## src/rtl/tick_gen_pkg.sv

```systemverilog
// Shared types and helpers for the multi-channel tick generator.
package tick_gen_pkg;

   typedef enum logic {
      MODE_PERIODIC = 1'b0,
      MODE_ONESHOT  = 1'b1
   } mode_e;

   // Widest period the legality check accepts; callers zero-extend into it.
   localparam int unsigned MAX_PERIOD_W = 64;

   function automatic logic period_legal(input logic [MAX_PERIOD_W-1:0] period);
      return period != '0;
   endfunction

endpackage

```

## src/rtl/tick_channel.sv

```systemverilog
// One timer channel: holds period, mode, down-counter and one-shot arm flag.
module tick_channel
   import tick_gen_pkg::*;
#(
   parameter int unsigned WIDTH          = 24,
   parameter int unsigned DEFAULT_PERIOD = 12000000
) (
   input  logic             clk,
   input  logic             reset,
   input  logic             i_cfg_we,
   input  logic [WIDTH-1:0] i_cfg_period,
   input  mode_e            i_cfg_mode,
   input  logic             i_enable,
   input  logic             i_start,
   output logic             o_tick,
   output logic             o_busy
);

   logic [WIDTH-1:0] r_period;
   mode_e            r_mode;
   logic [WIDTH-1:0] r_count;
   logic             r_armed;
   logic             r_tick;
   logic             r_busy;

   logic [WIDTH-1:0] w_period;
   mode_e            w_mode;
   logic [WIDTH-1:0] w_reload;
   logic             w_run;
   logic [WIDTH-1:0] w_count_nxt;
   logic             w_armed_nxt;
   logic             w_tick_nxt;
   logic             w_busy_nxt;

   // A write landing on the same edge as a start/reload takes effect immediately.
   always_comb begin
      w_period    = i_cfg_we ? i_cfg_period : r_period;
      w_mode      = i_cfg_we ? i_cfg_mode : r_mode;
      w_reload    = w_period - WIDTH'(1);
      w_run       = i_enable && ((w_mode == MODE_PERIODIC) || r_armed);
      w_count_nxt = r_count;
      w_armed_nxt = r_armed;
      w_tick_nxt  = 1'b0;
      if (i_start) begin
         w_count_nxt = w_reload;
         w_armed_nxt = (w_mode == MODE_ONESHOT);
      end else if (w_run) begin
         if (r_count == '0) begin
            w_count_nxt = w_reload;
            w_tick_nxt  = 1'b1;
            w_armed_nxt = 1'b0;
         end else begin
            w_count_nxt = r_count - WIDTH'(1);
         end
      end
      // Arm flag is meaningless in periodic mode; keep it clear so a later
      // switch to one-shot idles until the next start.
      if (w_mode == MODE_PERIODIC) begin
         w_armed_nxt = 1'b0;
      end
      w_busy_nxt = (w_mode == MODE_PERIODIC) ? i_enable : w_armed_nxt;
   end

   always_ff @(posedge clk) begin
      if (reset) begin
         r_period <= WIDTH'(DEFAULT_PERIOD);
         r_mode   <= MODE_PERIODIC;
         r_count  <= WIDTH'(DEFAULT_PERIOD - 1);
         r_armed  <= 1'b0;
         r_tick   <= 1'b0;
         r_busy   <= 1'b0;
      end else begin
         r_period <= w_period;
         r_mode   <= w_mode;
         r_count  <= w_count_nxt;
         r_armed  <= w_armed_nxt;
         r_tick   <= w_tick_nxt;
         r_busy   <= w_busy_nxt;
      end
   end

   assign o_tick = r_tick;
   assign o_busy = r_busy;

endmodule

```

## src/rtl/tick_generator.sv

```systemverilog
// Multi-channel programmable tick generator: config decode plus one tick_channel per channel.
module tick_generator
   import tick_gen_pkg::*;
#(
   parameter int unsigned CHANNELS       = 2,
   parameter int unsigned WIDTH          = 24,
   parameter int unsigned DEFAULT_PERIOD = 12000000,
   localparam int unsigned CH_W          = (CHANNELS > 1) ? $clog2(CHANNELS) : 1
) (
   input  logic                clk,
   input  logic                reset,
   input  logic                cfg_we,
   input  logic [CH_W-1:0]     cfg_ch,
   input  logic [WIDTH-1:0]    cfg_period,
   input  logic                cfg_oneshot,
   input  logic [CHANNELS-1:0] enable,
   input  logic [CHANNELS-1:0] start,
   output logic [CHANNELS-1:0] tick,
   output logic [CHANNELS-1:0] busy
);

   logic                w_cfg_ok;
   mode_e               w_cfg_mode;
   logic [CHANNELS-1:0] w_ch_we;

   assign w_cfg_ok   = cfg_we
                       && period_legal(MAX_PERIOD_W'(cfg_period))
                       && (32'(cfg_ch) < 32'(CHANNELS));
   assign w_cfg_mode = mode_e'(cfg_oneshot);

   for (genvar g = 0; g < CHANNELS; g++) begin : g_ch
      assign w_ch_we[g] = w_cfg_ok && (cfg_ch == CH_W'(g));

      tick_channel #(
         .WIDTH          (WIDTH),
         .DEFAULT_PERIOD (DEFAULT_PERIOD)
      ) u_channel (
         .clk          (clk),
         .reset        (reset),
         .i_cfg_we     (w_ch_we[g]),
         .i_cfg_period (cfg_period),
         .i_cfg_mode   (w_cfg_mode),
         .i_enable     (enable[g]),
         .i_start      (start[g]),
         .o_tick       (tick[g]),
         .o_busy       (busy[g])
      );
   end

endmodule

```

## config.mk

```make
export PLATFORM = sky130hd
export DESIGN_NAME = tick_generator
export DESIGN_NICKNAME = d
export VERILOG_FILES = /design/src/rtl/tick_gen_pkg.sv /design/src/rtl/tick_channel.sv /design/src/rtl/tick_generator.sv
export SDC_FILE = /design/constraint.sdc
export NUM_CORES = 1
export LEC_CHECK = 0
export CORE_MARGIN = 1.5
export CORE_UTILIZATION = 50
export DETAILED_ROUTE_END_ITERATION = 16
export GPL_ROUTABILITY_DRIVEN = 0
export HOLD_SLACK_MARGIN = 0.03
export PLACE_DENSITY = 0.69
export SYNTH_ARGS = -nofsm -noshare
export SYNTH_HDL_FRONTEND = slang
export SYNTH_HIERARCHICAL = 1
export SYNTH_SLANG_ARGS = --single-unit
```

## constraint.sdc

```tcl
create_clock -name clk -period 6.5 [get_ports clk]
set_input_delay 1.625 -clock clk [delete_from_list [all_inputs] [get_ports clk]]
set_output_delay 1.625 -clock clk [all_outputs]
set_load 0.01 [all_outputs]
```

==> metrics.txt <==
outcome finished, final reports clean; Hold Crit Class reg2reg; Internal Power 1.055 mW; drt via density ~6.3; Tmin final 5.653 ns; final hold vios 0; setup slack after layout 0.8474 ns; most frequent cells in the layout dfxtp_1, nor2_1, nor3_1; FFs w/ async S/R, synth 0; Worst Setup SP cfg_period[0]; Post-DP HPWL 12560 µm; post-place setup slack 0.6073 ns; Final Cell Area 0.007208 mm²; Antenna Nets Post-Route 0; # DRC 0; CP Launch Type primary input; CTS Buf Count 9; # H-tree levels 3; CTS Root Cell clkbuf_16; row count 41; Synth Register Bits ~100; Seq/Total Area, Yosys 0.3225; synthesis warning total 6; initial antenna violation count 0; Hold-fix buffers, CTS 0; # clock sinks 104; crit path to g_ch[1].u_channel/r_count[8]$_SDFFE_PP0P_; reg2reg start g_ch[1].u_channel/r_count[4]$_SDFFE_PP1P_; fin. max-slew vios 0; fin crit share 0.8696; I/O pins 37; first-pass GRT wire length 28240 µm; vias in the first global route 5565; worst clock skew 0.006289 ns; GR Util met2 0.4102; drt pass-1 iters 6; Placement Cell Area 0.006943 mm²; Final TNS setup 0 ns; layout cells sized above 1 0.06747; Comb pwr share 0.195; commonest non-fill, non-tap cell in the layout dfxtp_1; Post-CTS Setup Repair Bufs 0; setup violators final 0; Sw Ratio 0.3038; Syn Nets 847; Initial DRC Count roughly 670; IO Port Bufs 36; core area 0.01262 mm²; crit end category register; max cap viols 0; routed length per instance approximately 18 µm; cell total after placement 986; clk buf depth 2; Post-Route WL ~18000 µm; Post-Layout Cell Count 1002; GR Util met1 0.3753; Post-Syn Area between 0.006 and 0.007 mm²; largest net degree at the start of global routing 56; Main synth FF type dfxtp_1; reg-to-reg endpoint g_ch[1].u_channel/r_count[23]$_SDFFE_PP1P_; Post-synth EDFFs 0; reg2reg path depth 6; synth unique cells 60; VDD IR max 0.0001169 V; NetSw about 0.46 mW; r2r setup slk 3.17 ns; CTS resizes 0; clk_lat worst skew between 0.3 and 0.4 ns; Critical Path Fanout Max 37; vias 6276; gr usage total 0.2670; die area 0.01360 mm²; Syn Area/Cell 7.990 µm²; Die Y 116.6 µm; Leakage 2.476 nW; Clock Power Share 0.335; Initial Util 0.5116; worst slew pin tran 1.289 ns; area delta synth->final 11.65%; die width 116.6 µm; Power Dens Cells around 210 mW/mm²; GRT overflow 0; highest clock rate around 180 MHz; RSZ-0062 raised after global routing no; critical path arrival 5.90 ns; Worst Min Path Start g_ch[0].u_channel/r_count[10]$_SDFFE_PP0P_; critical setup path kind in2reg; hold slack 0.4617 ns; nets@finish about 860; Worst slew margin 0.1373; CTS tree built; Worst-path clk slew 0.07 ns; met3 Track Usage GR 0.04619; GR peak layer met2; Seq pwr share 0.470; antenna cells 0; worst path required time ~6.8 ns; cell count after synthesis about 810
==> per-stage QoR <==
step                utilization  total power [mW]
floorplan                     -            0.9209
global placement         0.5502             1.008
detailed placement       0.5502             1.017
CTS                      0.5712             1.522
global route             0.5712             1.584
finish                   0.5712             1.515
==> worst min-delay path by stage <==
stage / endpoint / cells after the start / slack, ns
2_1_floorplan: g_ch[0].u_channel/r_count[10]$_SDFFE_PP0P_ / 2 / 0.43
3_3_place_gp: g_ch[1].u_channel/r_count[10]$_SDFFE_PP0P_ / 2 / 0.44
3_5_place_dp: g_ch[0].u_channel/r_count[10]$_SDFFE_PP0P_ / 2 / 0.46
4_1_cts: g_ch[0].u_channel/r_count[10]$_SDFFE_PP0P_ / 2 / 0.47
5_1_grt: g_ch[1].u_channel/r_count[7]$_SDFFE_PP1P_ / 2 / 0.49
6_report: g_ch[0].u_channel/r_count[10]$_SDFFE_PP0P_ / 2 / 0.46
==> critical path, cell delays in order <==
cell             delay [ns]
clkdlybuf4s50_1        0.63
nor4_1                 0.63
and4_1                 0.47
a21oi_4                0.22
buf_4                  0.33
mux2i_1                0.22
o21a_1                 0.27
nor2_1                 0.98
nor2_1                 0.21
a32o_1                 0.27
==> logic make-up after synthesis <==
| family | Yosys count | share of synthesized area |
|---|---|---|
| AND/OR/NAND/NOR | 340 | 0.2738 |
| adder cells (fa/ha/maj) | 6 | 0.01163 |
| flip-flops | 104 | 0.3225 |
| buffers and inverters | 56 | 0.03857 |
| XOR/XNOR | 42 | 0.05698 |
| AO/OA/AOI/OAI | 203 | 0.2060 |
| multiplexers | 57 | 0.09050 |
==> power by group through the flow <==
stage	Sequential [mW]	Clock [mW]	Combinational, mW
final	0.712	0.507	0.296
after global routing	0.717	0.544	0.323
after CTS	0.711	0.518	0.293
after detailed placement	0.725	0	0.292
after global placement	0.723	0	0.285
after floorplan	0.717	0	0.204
==> Yosys cell counts (12+ instances only) <==
cell type	number	area, µm²
nand2_1	56	210.2
o211ai_1	15	112.6
o21a_1	13	97.59
o21ai_1	13	65.06
mux2i_1	46	460.4
nor2_1	83	311.6
nand2b_1	16	100.1
nor3b_1	16	120.1
inv_1	14	52.55
clkbuf_1	26	97.59
xnor2_1	19	166.4
o21ai_0	51	255.2
xor2_1	23	201.4
nor4_1	31	193.9
dfxtp_1	104	2082
o22ai_1	12	75.07
a21oi_1	42	210.2
nand3_1	15	75.07
nor3_1	69	345.3
==> cell type report <==
cell class,instances,area (µm²)
Clock buffer,10,229.0
Clock inverter,6,36.28
Fill cell,1208,5411
Inverter,14,52.55
Multi-Input combinational cell,648,4148
Sequential cell,104,2082
Tap cell,172,215.2
Timing Repair Buffer,48,445.4
==> registers in the layout, summed over array words and instances (netlist names) <==
name                     flops
g_ch.u_channel/r_armed       2
g_ch.u_channel/r_period     48
g_ch.u_channel/o_busy        2
g_ch.u_channel/r_mode        2
g_ch.u_channel/r_count      48
g_ch.u_channel/o_tick        2
==> layer usage <==
layer,wire (µm),vias up
met3,1002,33
met1,8292,2980
met4,401,0
li1,-,3041
met2,8091,222
met5,0,-
Power figures use the tool's default switching activity.
